===== src/rtl/triplet_loader.sv =====
// -----------------------------------------------------------------------------
// triplet_loader
//
// Takes a serial byte stream over a valid/ready handshake and packs three
// consecutive bytes into the operand registers a, b and c. Once all three are
// in, it raises trip_valid and holds the operands stable until the downstream
// min/max/diff stage accepts them with trip_ready.
//
// Ports
//   clk         single clock; all state changes on the rising edge
//   rst_n       asynchronous, active-low reset
//   clear       synchronous abort; drops a partial or held triplet
//   in_data     incoming byte (WIDTH bits)
//   in_valid    in_data is valid this cycle
//   in_ready    loader can accept a byte this cycle (decoded from state)
//   a, b, c     first, second and third byte of the current triplet
//   trip_valid  a, b and c form a complete triplet (high in HOLD)
//   trip_ready  downstream consumes the triplet this cycle
//   fill        bytes collected in the current triplet (0..3)
//   trip_cnt    triplets delivered since reset, modulo 256
// -----------------------------------------------------------------------------
module triplet_loader #(
    parameter int WIDTH = 8
) (
    input  logic             clk,
    input  logic             rst_n,
    input  logic             clear,
    input  logic [WIDTH-1:0] in_data,
    input  logic             in_valid,
    output logic             in_ready,
    output logic [WIDTH-1:0] a,
    output logic [WIDTH-1:0] b,
    output logic [WIDTH-1:0] c,
    output logic             trip_valid,
    input  logic             trip_ready,
    output logic [1:0]       fill,
    output logic [7:0]       trip_cnt
);

    // The encoding equals the number of bytes collected, so fill is the
    // state register itself.
    typedef enum logic [1:0] {
        FILL0 = 2'd0,
        FILL1 = 2'd1,
        FILL2 = 2'd2,
        HOLD  = 2'd3
    } state_t;

    state_t           r_state;
    logic [WIDTH-1:0] r_a;
    logic [WIDTH-1:0] r_b;
    logic [WIDTH-1:0] r_c;
    logic [7:0]       r_trip_cnt;
    logic             w_accept;

    // Outputs depend on registered state only, never on in_valid/trip_ready.
    assign in_ready   = (r_state != HOLD);
    assign trip_valid = (r_state == HOLD);
    assign fill       = r_state;
    assign w_accept   = in_valid & in_ready;

    assign a        = r_a;
    assign b        = r_b;
    assign c        = r_c;
    assign trip_cnt = r_trip_cnt;

    // NOTE: sequential state uses non-blocking assignments so every register
    // samples the pre-edge values, independent of statement order.
    always_ff @(posedge clk or negedge rst_n) begin
        if (!rst_n) begin
            r_state    <= FILL0;
            // NOTE: operands are reset on purpose; afterwards they are only
            // overwritten by an accept, never cleared, so clear leaves them.
            r_a        <= '0;
            r_b        <= '0;
            r_c        <= '0;
            r_trip_cnt <= '0;
        end else if (clear) begin
            // Abort wins over a simultaneous accept or consume.
            r_state <= FILL0;
        end else begin
            case (r_state)
                FILL0: if (w_accept) begin
                    r_a     <= in_data;
                    r_state <= FILL1;
                end
                FILL1: if (w_accept) begin
                    r_b     <= in_data;
                    r_state <= FILL2;
                end
                FILL2: if (w_accept) begin
                    r_c     <= in_data;
                    r_state <= HOLD;
                end
                HOLD: if (trip_ready) begin
                    r_trip_cnt <= r_trip_cnt + 8'd1;
                    r_state    <= FILL0;
                end
                default: r_state <= FILL0;
            endcase
        end
    end

endmodule


===== config.mk =====
export PLATFORM = sky130hd
export DESIGN_NAME = triplet_loader
export DESIGN_NICKNAME = d
export VERILOG_FILES = /design/src/rtl/triplet_loader.sv
export SDC_FILE = /design/constraint.sdc
export NUM_CORES = 1
export LEC_CHECK = 0
export ABC_AREA = 0
export ABC_CLOCK_PERIOD_IN_PS = 2730
export CORE_UTILIZATION = 40
export CTS_BUF_LIST = sky130_fd_sc_hd__clkbuf_8 sky130_fd_sc_hd__clkbuf_16
export DETAILED_ROUTE_END_ITERATION = 16
export DONT_BUFFER_PORTS = 1
export GPL_ROUTABILITY_DRIVEN = 0
export PLACE_DENSITY = 0.59
export SETUP_SLACK_MARGIN = 0.02
export SYNTH_ARGS = -nofsm -noshare
export SYNTH_HDL_FRONTEND = slang
export SYNTH_SLANG_ARGS = --single-unit

===== constraint.sdc =====
create_clock -name clk -period 2.73 [get_ports clk]
set_input_delay 0.4095 -clock clk [delete_from_list [all_inputs] [get_ports clk]]
set_output_delay 0.4095 -clock clk [all_outputs]
set_load 0.01 [all_outputs]

Yosys cells after proc, flatten, opt, wreduce, memory -nomap -nowiden --
Index checks and enable logic that the tools add are counted.
Word-level totals: RAM bits 0, word-level logic and storage cells 28, input port bits 13, ROM bits 0, flip-flop bits (word level) 34, latch bits 0, memories kept 0, output and inout port bits 36
Cells by class: muxes and demuxes 6, div/mod/pow operators 0, reduce and logical (&&, ||, !) cells 6, $mul 0, order comparisons 0, eq/ne operators 8, $add $sub $neg 1, bitwise operators 2, shifts and indexed selects 0
Operators by type and width (number):
- $reduce_and 3->1 | 4
- $mux 2 | 5
- $ne 3x3->1 const B | 3
- $add 8x1->8 const B | 1
- $pmux 2 s4 | 1
- $eq 2x2->1 const B | 2
- $reduce_and 4->1 | 1
- $ne 3x2->1 const B | 1
- $eq 2x1->1 const B | 1
- $logic_not 2->1 | 1
- $ne 2x2->1 const B | 1
- $and 1x1->1 | 1
- $not 1->1 | 1

Logic depth before layout (Yosys ltp) --
Gate-level depths: netlist of run 1.
word-level depth 5, depth in mapped cells 5, mapped depth without buffers 5

Least setup slack after synthesis of run 1 --
Ideal clock, no wire load.
path type flip-flop to flip-flop, from register r_state[0], in the netlist fill[0], to register r_state[0], in the netlist fill[0], setup time 67 ps, arrival time 1648 ps, buffers on the path 0, required time 2663 ps, path slack 1015 ps, stages on the path, launching flop included 6, period minus slack after synthesis 1715 ps, cells stage by stage dfrtp_1 > inv_1 > ha_1 > or3_4 > a2111oi_2 > a311o_1
Between the ends: word-level cells in the longest chain between the ends 4, elaborated cells between the ends (all ways) 13, classes of those cells eq/ne: 8; mux: 2; bitwise: 1; reduce/logical: 2
Ends and longest elaborated chain:
- start: declaration | line 49 | state_t r_state;
- start signal: assignment | line 71 | r_state <= FILL0;
- start signal: assignment | line 80 | r_state <= FILL0;
- start signal: assignment | line 85 | r_state <= FILL1;
- $ne 2x2->1 | line 57 | assign in_ready = (r_state != HOLD);
- $and 1x1->1 | line 60 | assign w_accept = in_valid & in_ready;
- $ne 3x3->1 (no source line)
- $reduce_and 4->1 (no source line)
Several ways; a longest one is shown, not always the timed one. A chain may end at the register's enable or synchronous reset.

Worst setup path in the final report of run 1 --
from register r_state[0], in the netlist fill[0], to register r_b[0], in the netlist b[0]
Between the ends: word-level cells in the longest chain between the ends 3, elaborated cells between the ends (all ways) 4, classes of those cells eq/ne: 2; bitwise: 1; reduce/logical: 1
Ends and longest elaborated chain:
- $ne 2x2->1 | line 57
- $and 1x1->1 | line 60
- $reduce_and 3->1 (no source line) *
- end signal: assignment | line 88 | r_b <= in_data;
- end: declaration | line 51 | logic [WIDTH-1:0] r_b;
Every way passes the cells marked *; elsewhere a longest branch is shown, timed or not.

==> impl_metrics.json, run 1 <==
{
  "ant_nets": 0,
  "ir_drop_mv": 0.266,
  "async_reset_ff_frac": 1.00,
  "port-buffer-count": 0,
  "p_sw_w": 0.000594,
  "synth_edf_count": 0,
  "reg2reg_slack_ps": 770,
  "clk_pin_slew_ps": 70,
  "fillCellCount": 314,
  "cpLargestDelayFamily": "simple AND/OR/NAND/NOR gates",
  "critical_path_class": "flip-flop to flip-flop",
  "setup_violations": 0,
  "clock_latency_ps": 280,
  "synthToLayoutAreaGrowth_pct": 9.87,
  "fin_area_mm2": 0.00166,
  "dr.pass1.iters": 3,
  "synth_top_area_frac": 0.564,
  "worstMarginPinSlew_ps": 429,
  "timing.final.max_slew_violations": 0,
  "combPwrFrac": 0.226,
  "seqPwrFrac": 0.559,
  "maxSlewHeadroom": 0.714,
  "drive_gt1_frac": 0.325,
  "fmax_mhz": 511,
  "synth_cell_types": 26,
  "min_from": "in_data[2]",
  "synth_most_common_cell": "dfrtp_1",
  "status": "finished clean",
  "ys_warn_count": 0,
  "synth_top_flop_cell": "dfrtp_1",
  "cellLeakagePower_nw": 0.742,
  "clkSinkCount": 34,
  "internal-power_w": 0.00115,
  "worst-path-buf-inv": 0,
  "grt_max_degree": 35,
  "clock_path_buffers": 2,
  "initial_core_util": 0.435,
  "cts_buffers": 5,
  "grt-ovfl-total": 0,
  "wirelength_um": 2580,
  "rows": 21,
  "drtIter0Drc": 80,
  "grt_usage": 0.145,
  "fin_nets": 132,
  "dpl_cell_area_mm2": 0.00153,
  "postCtsSetupBuffers": 0,
  "synth_seq_cells": 34,
  "die_width_um": 63.4,
  "syn_inst": 107,
  "skew_ps": 3.66,
  "hold_end": "b[2]$_DFFE_PN0P_",
  "hold_depth": 1,
  "antenna_found_initial": 0,
  "dp_hpwl_um": 1870,
  "grt_pass1_vias": 891,
  "htree_levels": 2,
  "setup_tns_ps": 0,
  "min_period_ps": 1960,
  "wl_per_cell_um": 16.2,
  "cap_viol_max_count": 0,
  "coreArea_mm2": 0.00347,
  "pwr-share-clk": 0.216,
  "cpMaxStageDelayCell": "dfrtp_1",
  "mappedNetlistArea_mm2": 0.00151,
  "yosysSeqAreaShare": 0.564,
  "clockRootBuffer": "clkbuf_8",
  "die_y_um": 63.4,
  "reg2reg_depth": 4,
  "avgViaCountPerCell": 5.31,
  "io_pins": 49,
  "critPathCaptureType": "flip-flop",
  "synth_common_cells": "dfrtp_1, mux2_2, ha_1",
  "switching_share": 0.340,
  "drc": 0,
  "r2r_end": "b[0]$_DFFE_PN0P_",
  "start_kind": "flip-flop",
  "path_cells": "ha_1, nor3b_2, and2_1, mux2_2",
  "cpPeakStageDelay_ps": 480,
  "synth.area.top_cells": "dfrtp_1, mux2_2, ha_1",
  "r2r-start": "fill[0]$_DFFE_PN0P_",
  "diodes": 0,
  "crit_required_ps": 2900,
  "ctsHoldBuffers": 2,
  "final-hold-violation-count": 0,
  "synth.largest_area_cell": "dfrtp_1",
  "cts_resized": 0,
  "crit_path_max_fanout": 8,
  "cts_tree": "yes",
  "post-route-period-util": 0.717,
  "dieArea_mm2": 0.00402,
  "power_density_mw_per_mm2": 1050,
  "grt_pass1_wl_um": 4360,
  "syn_area_per_cell_um2": 14.1,
  "rsz0062_at_grt": "no",
  "hold_class": "input pin to flip-flop",
  "syn_nets": 126,
  "arrival_ps": 2120,
  "via_count": 850
}
[power by group through the flow]
stage	registers, W	clock network, W	logic, W
2_1_floorplan	0.000934	0	0.000349
3_3_place_gp	0.000984	0	0.000365
3_5_place_dp	0.000988	0	0.000385
4_1_cts	0.000977	0.000395	0.000400
5_1_grt	0.00100	0.000421	0.000444
6_report	0.000975	0.000376	0.000394
[cell usage in the layout, fill, tap and decap left out, types with 2 or more instances in the layout]
cell	netlist	layout
inv_1	4	4
nor2b_1	2	2
xor2_1	4	4
clkbuf_8	0	6
nand3_1	3	3
and2_1	3	3
ha_1	6	6
nor3_1	4	4
mux2_2	25	25
xnor2_1	3	3
nand2_1	2	2
dfrtp_1	34	34
[state kept, by name, indices dropped and copies added, names as in the netlist]
signal and flops:
trip_cnt 8, c 8, b 8, fill 2, a 8
[worst max path at each step]
stage / startpoint / end / slack (ps) / cells past startpoint
global placement: fill[0]$_DFFE_PN0P_ / b[6]$_DFFE_PN0P_ / 770 / 4
floorplan: fill[0]$_DFFE_PN0P_ / fill[0]$_DFFE_PN0P_ / 1020 / 5
global route: fill[0]$_DFFE_PN0P_ / c[0]$_DFFE_PN0P_ / 630 / 4
finish: fill[0]$_DFFE_PN0P_ / b[0]$_DFFE_PN0P_ / 770 / 4
CTS: fill[0]$_DFFE_PN0P_ / b[0]$_DFFE_PN0P_ / 710 / 4
detailed placement: fill[0]$_DFFE_PN0P_ / b[0]$_DFFE_PN0P_ / 720 / 4
[logic make-up (layout without fill, tap and decap cells)]
family / after synthesis / count (layout) / share of synthesized area
mux: 25 / 25 / 0.187
xor+xnor: 7 / 7 / 0.0406
simple gates: 24 / 24 / 0.100
flops: 34 / 34 / 0.564
buf+inv: 7 / 14 / 0.0323
compound gates: 4 / 4 / 0.0265
fa+ha+maj: 6 / 6 / 0.0497
[layout make-up]
class / count / area (µm²) / area share
multi-input cells: 66 / 609 / 0.368
flip-flops and latches: 34 / 851 / 0.513
well taps: 46 / 57.6 / 0.0347
clock inverters: 2 / 12.5 / 0.00755
repair buffers: 2 / 30.0 / 0.0181
clock buffers: 6 / 82.6 / 0.0498
inverters: 4 / 15.0 / 0.00906
[metal layers]
metal  track usage  part of all wire  vias up
met1         0.172              0.43      410
li1              -                 -      386
met4        0.0767             0.024        0
met2         0.219              0.45       46
met5             0                 0        -
met3        0.0652              0.10        8
[metrics by stage]
step	total power [W]	cells	setup slack, ps	hold slack, ps	util
2_1_floorplan	0.00128	107	1020	114	-
3_3_place_gp	0.00135	150	775	115	0.442
3_5_place_dp	0.00137	150	720	115	0.442
4_1_cts	0.00177	160	710	264	0.478
5_1_grt	0.00187	160	632	256	0.478
6_report	0.00174	160	772	274	0.478
Power figures use the tool's default switching activity.
==> run 2: changes to the inputs <==
--- a/config.mk
+++ b/config.mk
@@ -6,7 +6,7 @@
 export NUM_CORES = 1
 export LEC_CHECK = 0
 export ABC_AREA = 0
-export ABC_CLOCK_PERIOD_IN_PS = 2730
+export ABC_CLOCK_PERIOD_IN_PS = 1900
 export CORE_UTILIZATION = 40
 export CTS_BUF_LIST = sky130_fd_sc_hd__clkbuf_8 sky130_fd_sc_hd__clkbuf_16
 export DETAILED_ROUTE_END_ITERATION = 16
==> constraint.sdc (replaced) <==
create_clock -name clk -period 1.9 [get_ports clk]
set_input_delay 0.285 -clock clk [delete_from_list [all_inputs] [get_ports clk]]
set_output_delay 0.285 -clock clk [all_outputs]
set_load 0.01 [all_outputs]
==> impl_metrics.json, run 2 (same netlist as run 1, synthesis figures left out) <==
{
  "status": "finished clean",
  "hold_class": "input pin to flip-flop",
  "maxSlewHeadroom": 0.808,
  "cellLeakagePower_nw": 0.766,
  "clock_latency_ps": 270,
  "clk_pin_slew_ps": 70,
  "wl_met1_um": 1070,
  "htree_levels": 2,
  "die_width_um": 63.4,
  "cts_tree": "yes",
  "pwr-share-clk": 0.192,
  "synthToLayoutAreaGrowth_pct": 13.4,
  "timing.final.max_slew_violations": 0,
  "drtIter0Drc": 31,
  "fillCellCount": 305,
  "wl_per_cell_um": 16.2,
  "fmax_mhz": 576,
  "clockRootBuffer": "clkbuf_8",
  "cpMaxStageDelayCell": "dfrtp_2",
  "arrival_ps": 1940,
  "critPathCaptureType": "flip-flop",
  "cpPeakStageDelay_ps": 430,
  "grt_pass1_vias": 931,
  "cap_viol_max_count": 0,
  "internal-power_w": 0.00166,
  "seqPwrFrac": 0.555,
  "drc": 0,
  "combPwrFrac": 0.254,
  "ant_nets": 0,
  "maxUsedRoutingLayer": "met4",
  "dr.pass1.iters": 3,
  "crit_required_ps": 2110,
  "rows": 21,
  "path_cells": "inv_1, ha_1, or3_4, a2111oi_2, a311o_1",
  "clkSinkCount": 34,
  "power_density_mw_per_mm2": 1470,
  "dr_wl_met2_um": 1310,
  "avgViaCountPerCell": 5.22,
  "wirelength_um": 2640,
  "drive_gt1_frac": 0.359,
  "rsz0062_at_grt": "no",
  "fin_nets": 136,
  "clock_path_buffers": 2,
  "io_pins": 49,
  "min_period_ps": 1740,
  "dieArea_mm2": 0.00402,
  "crit_path_max_fanout": 5,
  "coreArea_mm2": 0.00347,
  "layout_common_cells": "dfrtp_1, mux2_2, ha_1",
  "grt_pass1_wl_um": 4410,
  "critical_path_class": "flip-flop to flip-flop",
  "setup_violations": 0,
  "port-buffer-count": 0,
  "post-route-period-util": 0.914,
  "diodes": 0,
  "worstMarginPinSlew_ps": 288,
  "wl_met3_um": 238,
  "p_sw_w": 0.000851,
  "skew_ps": 3.05,
  "final_util": 0.494,
  "grt-ovfl-total": 0,
  "antenna_found_initial": 0,
  "start_kind": "flip-flop",
  "initial_core_util": 0.435,
  "cts_buffers": 5,
  "grt_max_degree": 35,
  "switching_share": 0.339,
  "ir_drop_mv": 0.575,
  "via_count": 851,
  "layout_commonest_cell": "dfrtp_1",
  "total_power_w": 0.00251,
  "die_y_um": 63.4,
  "grt_usage": 0.144,
  "final-hold-violation-count": 0,
  "setup_tns_ps": 0
}
## run 2: changes by cell type in the layout (fill, tap and decap cells not counted), sizes merged
| cell | delta |
|---|---|
| buf | +4 |
| clkbuf | -1 |
| clkinvlp | -1 |
| clkinv | +1 |
## run 2: what timing repair did
item | CTS | global route
setup endpoints to repair | 0 | 1
hold buffers | 2 | 0
gates resized for setup | 0 | 2
buffers inserted | 0 | 0
endpoints found under the hold margin | 34 | 0
## run 2: path summary, 6_finish.rpt
kind / startpoint / cells after the start / slack [ps] / to
max in group asynchronous: rst_n / 2 / 1240 / fill[0]$_DFFE_PN0P_
max: fill[1]$_DFFE_PN0P_ / 5 / 160 / fill[0]$_DFFE_PN0P_
min: in_data[7] / 1 / 160 / c[7]$_DFFE_PN0P_
max reg2reg: fill[1]$_DFFE_PN0P_ / 5 / 160 / fill[0]$_DFFE_PN0P_
min in group asynchronous: rst_n / 2 / 470 / c[3]$_DFFE_PN0P_
min reg2reg: trip_cnt[7]$_DFFE_PN0P_ / 1 / 530 / trip_cnt[7]$_DFFE_PN0P_
## run 2: power by group through the flow
stage	sequential, W	combinational (W)	clock (W)
6_report	0.00139	0.000638	0.000482
3_3_place_gp	0.00140	0.000591	0
2_1_floorplan	0.00134	0.000502	0
3_5_place_dp	0.00141	0.000621	0
4_1_cts	0.00140	0.000645	0.000505
5_1_grt	0.00144	0.000706	0.000538
## run 2: metrics by stage
step	hold WS [ps]	setup slack, ps	cells	area (µm²)
floorplan	-10.6	185	107	1510
global placement	-9.94	145	154	1600
finish	158	164	163	1710
global route	139	67.8	163	1710
detailed placement	-9.85	113	154	1600
CTS	146	101	163	1710
## run 2: metal layers
layer,vias up,global-route usage
li1,399,-
met1,412,0.161
met2,36,0.239
met3,4,0.0652
met4,0,0.0511
met5,-,0
## run 2: critical path, delay by kind of cell (launching register included)
family                   cells  cell delay (ps)
AO/OA/AOI/OAI                2              540
flip-flops                   1              430
AND/OR/NAND/NOR              1              400
adder cells (fa/ha/maj)      1              210
buffers and inverters        1               90
## run 2: final cells by class
class	instances	area, µm²	area share
clock buffer	5	68.8	0.0402
multi-input combinational	66	609	0.356
clock inverter	2	10.0	0.00585
tap	46	57.6	0.0336
sequential	34	853	0.499
timing repair buffer	6	97.6	0.0570
inverter	4	15.0	0.00877
==> run 3: changes to the inputs <==
--- a/config.mk
+++ b/config.mk
@@ -7,6 +7,7 @@
 export LEC_CHECK = 0
 export ABC_AREA = 0
 export ABC_CLOCK_PERIOD_IN_PS = 1900
+export CORE_MARGIN = 3
 export CORE_UTILIZATION = 40
 export CTS_BUF_LIST = sky130_fd_sc_hd__clkbuf_8 sky130_fd_sc_hd__clkbuf_16
 export DETAILED_ROUTE_END_ITERATION = 16
==> impl_metrics.json, run 3 (same netlist as run 1, synthesis figures left out) <==
{
  "cts_buffers": 5,
  "grt_usage": 0.130,
  "fmax_mhz": 572,
  "critPathCaptureType": "flip-flop",
  "setup_tns_ps": 0,
  "antenna_found_initial": 0,
  "arrival_ps": 1960,
  "cpPeakStageDelay_ps": 440,
  "grt_pass1_wl_um": 4310,
  "diodes": 0,
  "fin_cells": 164,
  "fin_nets": 136,
  "combPwrFrac": 0.245,
  "grt_pass1_vias": 887,
  "timing.final.max_slew_violations": 0,
  "p_sw_w": 0.000858,
  "post-route-period-util": 0.920,
  "dieArea_mm2": 0.00455,
  "clkSinkCount": 34,
  "dpl_cell_area_mm2": 0.00160,
  "crit_path_max_fanout": 5,
  "drtIter0Drc": 23,
  "io_pins": 49,
  "layout_common_cells": "dfrtp_1, mux2_2, ha_1, clkbuf_8",
  "grt-ovfl-total": 0,
  "clk_pin_slew_ps": 70,
  "clock_latency_ps": 280,
  "rows": 21,
  "setup_violations": 0,
  "clock_path_buffers": 2,
  "coreArea_mm2": 0.00349,
  "dr.pass1.iters": 4,
  "wl_per_cell_um": 15.9,
  "drive_gt1_frac": 0.364,
  "path_cells": "inv_1, ha_1, or3_4, a2111oi_2, a311o_1",
  "start_kind": "flip-flop",
  "worstMarginPinSlew_ps": 291,
  "seqPwrFrac": 0.544,
  "switching_share": 0.335,
  "hold_class": "input pin to flip-flop",
  "ant_nets": 0,
  "drc": 0,
  "critical_path_class": "flip-flop to flip-flop",
  "grt_max_degree": 35,
  "initial_core_util": 0.432,
  "final-hold-violation-count": 0,
  "rsz0062_at_grt": "no",
  "worst-path-buf-inv": 1,
  "layout_commonest_cell": "dfrtp_1",
  "via_count": 836,
  "fin_area_mm2": 0.00173,
  "port-buffer-count": 0,
  "die_y_um": 67.4,
  "dp_hpwl_um": 1930,
  "ir_drop_mv": 0.547,
  "cpMaxStageDelayCell": "dfrtp_2",
  "placed_cells": 154,
  "maxSlewHeadroom": 0.806,
  "htree_levels": 2,
  "avgViaCountPerCell": 5.10,
  "die_width_um": 67.4,
  "skew_ps": 4.73,
  "clockRootBuffer": "clkbuf_8",
  "wirelength_um": 2600,
  "synthToLayoutAreaGrowth_pct": 14.5,
  "fillCellCount": 305,
  "min_period_ps": 1750,
  "total_power_w": 0.00257,
  "cap_viol_max_count": 0,
  "cts_tree": "yes",
  "pwr-share-clk": 0.211,
  "crit_required_ps": 2110,
  "power_density_mw_per_mm2": 1480,
  "cellLeakagePower_nw": 0.769,
  "cpLargestDelayFamily": "compound AO/OA/AOI/OAI gates",
  "status": "finished clean",
  "internal-power_w": 0.00171
}
[run 3: cell types whose count changed in the layout (fill, tap and decap cells not counted), sizes merged]
cell / previous run / this run
clkbuf: 5 / 6
clkinv: 2 / 1
clkinvlp: 0 / 1
[run 3: layout make-up]
class | instances | area (µm²) | area share
flip-flops and latches | 34 | 853 | 0.494
multi-input cells | 66 | 609 | 0.353
repair buffers | 6 | 97.6 | 0.0565
clock buffers | 6 | 82.6 | 0.0478
well taps | 46 | 57.6 | 0.0333
inverters | 4 | 15.0 | 0.00869
clock inverters | 2 | 12.5 | 0.00724
[run 3: worst paths after layout]
check,from,endpoint,slack (ps),cells after the start
setup / recovery,fill[1]$_DFFE_PN0P_,fill[0]$_DFFE_PN0P_,150,5
min in group asynchronous,rst_n,b[3]$_DFFE_PN0P_,450,2
max in group asynchronous,rst_n,fill[0]$_DFFE_PN0P_,1260,2
hold / removal,in_data[6],b[6]$_DFFE_PN0P_,150,1
hold reg to reg,trip_cnt[7]$_DFFE_PN0P_,trip_cnt[7]$_DFFE_PN0P_,540,1
setup reg to reg,fill[1]$_DFFE_PN0P_,fill[0]$_DFFE_PN0P_,150,5
[run 3: what timing repair did]
action | 4_1_cts | 5_1_grt
hold buffers | 2 | 0
endpoints found under the setup margin | 0 | 11
hold endpoints to repair | 34 | 0
buffers inserted | 0 | 0
gates resized for setup | 0 | 2
[run 3: routing by layer]
metal / wire length, µm / global-route usage / part of all wire
met1: 1070 / 0.155 / 0.41
met2: 1180 / 0.198 / 0.45
met4: 54 / 0.0684 / 0.021
met3: 295 / 0.0582 / 0.11
met5: 0 / 0 / 0
[run 3: power groups by stage]
stage	clock (W)	combinational, W	sequential (W)
2_1_floorplan	0	0.000502	0.00134
3_3_place_gp	0	0.000594	0.00141
3_5_place_dp	0	0.000614	0.00142
4_1_cts	0.000562	0.000639	0.00140
5_1_grt	0.000600	0.000707	0.00145
6_report	0.000542	0.000628	0.00140
[run 3: through the flow]
step                hold slack (ps)  setup WS, ps  utilization
finish                          150           152        0.494
global route                    138          31.3        0.494
CTS                             139          81.8        0.494
detailed placement            -9.83           115        0.458
global placement              -9.84           143        0.458
floorplan                     -10.6           185            -
